## src/rtl/mem_dma_engine_if.sv

```systemverilog
// mem_dma_engine_if: command strobe, status and shared memory-bus signals of the DMA engine.
interface mem_dma_engine_if #(parameter int COUNT_WIDTH = 17);
    logic start, mode, abort, bus_request, bus_grant, busy, done;
    logic [16:0] src_addr, dst_addr, address;
    logic [COUNT_WIDTH-1:0] count;
    logic [31:0] fill_data, data_out, data_in;
    logic [3:0] write_en;
    modport master (
        input start, mode, src_addr, dst_addr, count, fill_data, abort, bus_grant, data_in,
        output bus_request, address, data_out, write_en, busy, done
    );
    modport slave (
        output start, mode, src_addr, dst_addr, count, fill_data, abort, bus_grant, data_in,
        input bus_request, address, data_out, write_en, busy, done
    );
endinterface

```

## src/rtl/mem_dma_engine.sv

```systemverilog
// mem_dma_engine: bus-master block copy/fill engine for the Sigma word-addressed memory bus.
module mem_dma_engine #(
    parameter int COUNT_WIDTH = 17
) (
    input logic clock,
    input logic reset,
    mem_dma_engine_if.master bus
);
    localparam logic [2:0] IDLE = 3'd0, REQ = 3'd1, READ = 3'd2, WRITE = 3'd3, FINISH = 3'd4;
    logic [2:0] state, after_word;
    logic mode_q;
    logic [16:0] src_q, dst_q;
    logic [COUNT_WIDTH-1:0] cnt_q;
    logic [31:0] fill_q, hold_q;
    // grant is only re-checked once a word has fully committed
    always_comb after_word = !bus.bus_grant ? REQ : mode_q ? WRITE : READ;
    always_ff @(posedge clock or posedge reset) begin
        if (reset) begin
            state <= IDLE;
            mode_q <= 1'b0;
            src_q <= '0;
            dst_q <= '0;
            cnt_q <= '0;
            fill_q <= '0;
            hold_q <= '0;
        end else begin
            case (state)
                IDLE: if (bus.start) begin
                    mode_q <= bus.mode;
                    src_q <= bus.src_addr;
                    dst_q <= bus.dst_addr;
                    cnt_q <= bus.count;
                    fill_q <= bus.fill_data;
                    state <= (bus.count == '0) ? FINISH : REQ;
                end
                REQ: state <= bus.abort ? IDLE : bus.bus_grant ? (mode_q ? WRITE : READ) : REQ;
                READ: begin
                    hold_q <= bus.data_in;
                    state <= bus.abort ? IDLE : WRITE;
                end
                WRITE: begin
                    src_q <= src_q + 17'd1;
                    dst_q <= dst_q + 17'd1;
                    cnt_q <= cnt_q - COUNT_WIDTH'(1);
                    state <= bus.abort ? IDLE : (cnt_q == COUNT_WIDTH'(1)) ? FINISH : after_word;
                end
                default: state <= IDLE;
            endcase
        end
    end
    // outputs idle at zero so the bus can be OR-combined with the CPU
    assign bus.busy = state != IDLE;
    assign bus.done = state == FINISH;
    assign bus.bus_request = (state == REQ) || (state == READ) || (state == WRITE);
    assign bus.address = (state == READ) ? src_q : (state == WRITE) ? dst_q : '0;
    assign bus.data_out = (state == WRITE) ? (mode_q ? fill_q : hold_q) : '0;
    assign bus.write_en = {4{state == WRITE}};
endmodule
```

## src/flat_wrapper.sv

```systemverilog
// flat-port wrapper written by rule: the top's interface ports become plain ports
module mem_dma_engine_flat 
#(
    parameter int COUNT_WIDTH = 17
)
  (clock, reset, bus_start, bus_mode, bus_src_addr, bus_dst_addr, bus_count, bus_fill_data, bus_abort, bus_bus_grant, bus_data_in, bus_bus_request, bus_address, bus_data_out, bus_write_en, bus_busy, bus_done);
  mem_dma_engine_if #(.COUNT_WIDTH(COUNT_WIDTH)) bus_i ();
  input logic clock;
  input logic reset;
  input wire logic [$bits(bus_i.start)-1:0] bus_start;
  input wire logic [$bits(bus_i.mode)-1:0] bus_mode;
  input wire logic [$bits(bus_i.src_addr)-1:0] bus_src_addr;
  input wire logic [$bits(bus_i.dst_addr)-1:0] bus_dst_addr;
  input wire logic [$bits(bus_i.count)-1:0] bus_count;
  input wire logic [$bits(bus_i.fill_data)-1:0] bus_fill_data;
  input wire logic [$bits(bus_i.abort)-1:0] bus_abort;
  input wire logic [$bits(bus_i.bus_grant)-1:0] bus_bus_grant;
  input wire logic [$bits(bus_i.data_in)-1:0] bus_data_in;
  output wire logic [$bits(bus_i.bus_request)-1:0] bus_bus_request;
  output wire logic [$bits(bus_i.address)-1:0] bus_address;
  output wire logic [$bits(bus_i.data_out)-1:0] bus_data_out;
  output wire logic [$bits(bus_i.write_en)-1:0] bus_write_en;
  output wire logic [$bits(bus_i.busy)-1:0] bus_busy;
  output wire logic [$bits(bus_i.done)-1:0] bus_done;
  assign bus_i.start = bus_start;
  assign bus_i.mode = bus_mode;
  assign bus_i.src_addr = bus_src_addr;
  assign bus_i.dst_addr = bus_dst_addr;
  assign bus_i.count = bus_count;
  assign bus_i.fill_data = bus_fill_data;
  assign bus_i.abort = bus_abort;
  assign bus_i.bus_grant = bus_bus_grant;
  assign bus_i.data_in = bus_data_in;
  assign bus_bus_request = bus_i.bus_request;
  assign bus_address = bus_i.address;
  assign bus_data_out = bus_i.data_out;
  assign bus_write_en = bus_i.write_en;
  assign bus_busy = bus_i.busy;
  assign bus_done = bus_i.done;
  mem_dma_engine #(.COUNT_WIDTH(COUNT_WIDTH)) u_core (.clock(clock), .reset(reset), .bus(bus_i));
endmodule
```

## config.mk

```make
export PLATFORM = sky130hd
export DESIGN_NAME = mem_dma_engine_flat
export DESIGN_NICKNAME = d
export VERILOG_FILES = /design/src/rtl/mem_dma_engine_if.sv /design/src/rtl/mem_dma_engine.sv /design/src/flat_wrapper.sv
export SDC_FILE = /design/constraint.sdc
export NUM_CORES = 1
export LEC_CHECK = 0
export ABC_AREA = 1
export BUFFER_PORTS_ARGS = -buffer_cell sky130_fd_sc_hd__buf_2
export CAP_MARGIN = 15
export CORE_MARGIN = 1.5
export CORE_UTILIZATION = 49
export DETAILED_ROUTE_END_ITERATION = 16
export MAX_ROUTING_LAYER = met4
export PLACE_DENSITY = 0.78
export SLEW_MARGIN = 10
export SYNTH_ARGS = -nofsm -noshare
export SYNTH_HDL_FRONTEND = slang
export SYNTH_SLANG_ARGS = --single-unit
```

## constraint.sdc

```tcl
create_clock -name clock -period 3.4 [get_ports clock]
set_clock_uncertainty 0.2 [all_clocks]
set_input_delay 0.34 -clock clock [delete_from_list [all_inputs] [get_ports clock]]
set_output_delay 0.34 -clock clock [all_outputs]
set_load 0.05 [all_outputs]
```

==> flow_summary.ini <==
[flow_run]
max_cap_violations = 0

[floorplanning]
start_util_pct = 50.12
coreArea_um2 = 13880
die-area_um2 = 14920
die_w_um = 122.2
die_y_um = 122.2
rows = 43
ioPinCount = 177

[synthesis]
synth_top_family_by_area = simple AND/OR/NAND/NOR gates
synth_cell_type_count = 33
synth_nets = 1156
synth_fa_ha_area_share_pct = 0.7194
synth-seq-cells = 119
ys_top_cells_by_area = dfrtp_1 43%, nand2_1 19%, o21ai_0 7.2%
synth-compound-area-share_pct = 12.88
synthMuxAreaShare_pct = 0
yosys.area.top_type = dfrtp_1
syn_inst = 1031
yosys.area_share.simple_pct = 32.36
ys_seq_area_share_pct = 42.81
synth_xor_area_share_pct = 0.2518
yosys.area.top_type_share_pct = 42.81
synth.cell_area_um2 = 6957
syn_avg_cell_area_um2 = 6.747
yosys_warnings = 0

[placement]
place_ws_ns = 1.047
dp_hpwl_mm = 13.06
placed_cell_area_um2 = 7923
gp_congestion = 0.9381
port_buffers = 176

[clock_network]
clkTransAtPathRegs_ns = 0.06
cts_tree = yes
cts_sinks = 119
h-tree-depth = 4
cts-root-buf = clkbuf_16
cts_made_buffers = 17
post_cts_resized = 0
clock_latency_ns = 0.42
post_cts_buffers = 0
cts_max_path_buffers = 2
cts_hold_buffers = 80

[grt]
antenna_found_initial = 0
gr-total-overflow = 0
grtUsageTotal_pct = 29.77
grt_pass1_vias = 7127
grt_pass1_wl_mm = 33.80
grt_max_degree = 120

[worst_setup_path]
rr_worst_depth = 7
cp.arrival_ns = 2.30
startpoint_type = register
path_cells = nand2_1 > nor2_4 > buf_4 > nand2_1 > o21ai_0 > buf_2
critical_path_required_ns = 2.86
endpoint_kind = output port
critPathMaxStageDelay_ns = 0.62
critPathKind = reg2out
path_common_cell = nand2_1
cp_slowest_cell = buf_4
crit_fanout = 72

[sta]
tns_ns = 0
slew_headroom_pct = 48.20
layout_setup_ws_ns = 0.5621
final_max_slew_viol_count = 0
fin_crit_sh_pct = 83.47
setup_violations = 0
min_period_ns = 2.838
tightestPinTransition_ns = 0.7770
fmax_mhz = 352.4
rsz0062_at_grt = no
final_hold_viol_count = 0

[layout]
nFillCells = 1179
drive_gt1_share_pct = 18.39
final_common_cell = nand2_1
mostFrequentLayoutCells = 359 x nand2_1, 176 x buf_2, 130 x inv_1
fin_util_pct = 67.42
final_nets = 1391
diodes = 0
area.growth.synth_to_final_pct = 34.53
design_area_um2 = 9359

[routing]
wire_per_inst_um = 14.68
drtIter0Drc = 798
vias = 7683
routed_via_density = 5.270
routed_wl_mm = 21.41
ant_nets = 0
drt_pass1_iterations = 7
drcViolationCount = 0

[power_and_ir_drop]
ir_drop_uv = 444.3
p_leak_nw = 5.009
power.density_nw_per_um2 = 829.6

[hold_path]
hold_path_class = in2reg
min_path_cells = 3

[status]
status = finished, final reports clean
-- cell usage after synthesis (all sizes together) --
master    n
a211oi    3
a21oi    21
a22o      1
a22oi     2
a31oi     3
and3      1
buf      36
clkbuf   14
dfrtp   119
ha        4
inv     136
nand2   361
nand3    68
nand4     8
nor2    107
nor3      9
o211ai    7
o21a      1
o21ai   105
o21bai    1
o22ai    19
o311ai    1
or2       2
xor2      2
-- power by group --
part           switching, mW  internal, mW
combinational           2.21         0.983
clock                  0.691          1.25
sequential             0.519          2.11
-- cell families (layout without fill, tap and decap cells) --
logic type / count (synthesis) / in the layout
fa+ha+maj: 4 / 4
buf+inv: 186 / 433
flops: 119 / 119
compound gates: 164 / 164
simple gates: 556 / 556
xor+xnor: 2 / 2
-- critical path: cells and delay by family (launching register included) --
family	cells	cell delay (ns)
buf+inv	2	0.92
flops	1	0.40
simple gates	3	0.40
compound gates	1	0.13
-- state kept, by name, indices dropped and copies added, names as in the netlist --
| name | flops |
|---|---|
| u_core.cnt_q | 17 |
| u_core.state | 3 |
| u_core.mode_q | 1 |
| u_core.hold_q | 32 |
| u_core.dst_q | 17 |
| u_core.fill_q | 32 |
| u_core.src_q | 17 |
-- metal layers --
metal | vias up | GRT usage (%) | share of wire [%]
li1 | 3711 | - | -
met2 | 383 | 48.91 | 48
met5 | - | - | 0
met3 | 29 | 6.273 | 8.7
met1 | 3560 | 37.00 | 42
met4 | 0 | 9.157 | 1.4
-- metrics by stage --
step | hold WS, ns | instances | total power [mW]
2_1_floorplan | 0.2417 | 1031 | 4.865
3_3_place_gp | 0.2536 | 1347 | 5.580
3_5_place_dp | 0.2588 | 1347 | 5.656
4_1_cts | 0.001586 | 1458 | 7.711
5_1_grt | 0.02765 | 1458 | 8.314
6_report | 0.01376 | 1458 | 7.764
-- area by class of cell --
| class | instances | area [um^2] | area share [%] |
|---|---|---|---|
| repair buffers | 266 | 1782 | 19.04 |
| inverters | 136 | 514.2 | 5.495 |
| clock inverters | 13 | 196.4 | 2.099 |
| flip-flops and latches | 119 | 2978 | 31.82 |
| clock buffers | 18 | 439.2 | 4.693 |
| multi-input cells | 726 | 3224 | 34.45 |
| well taps | 180 | 225.2 | 2.406 |
-- final timing paths --
| kind | slack, ns | start | endpoint |
|---|---|---|---|
| setup / recovery | 0.56 | u_core.state[1] | bus_address[0] |
| hold / removal | 0.01 | bus_dst_addr[0] | u_core.dst_q[0] |
| hold reg to reg | 0.27 | u_core.fill_q[22] | u_core.fill_q[22] |
| max in group asynchronous | 2.04 | reset | u_core.cnt_q[5] |
| setup reg to reg | 1.05 | u_core.cnt_q[8] | u_core.state[1] |
| min in group asynchronous | 0.47 | reset | u_core.src_q[10] |
Power figures use the tool's default switching activity.
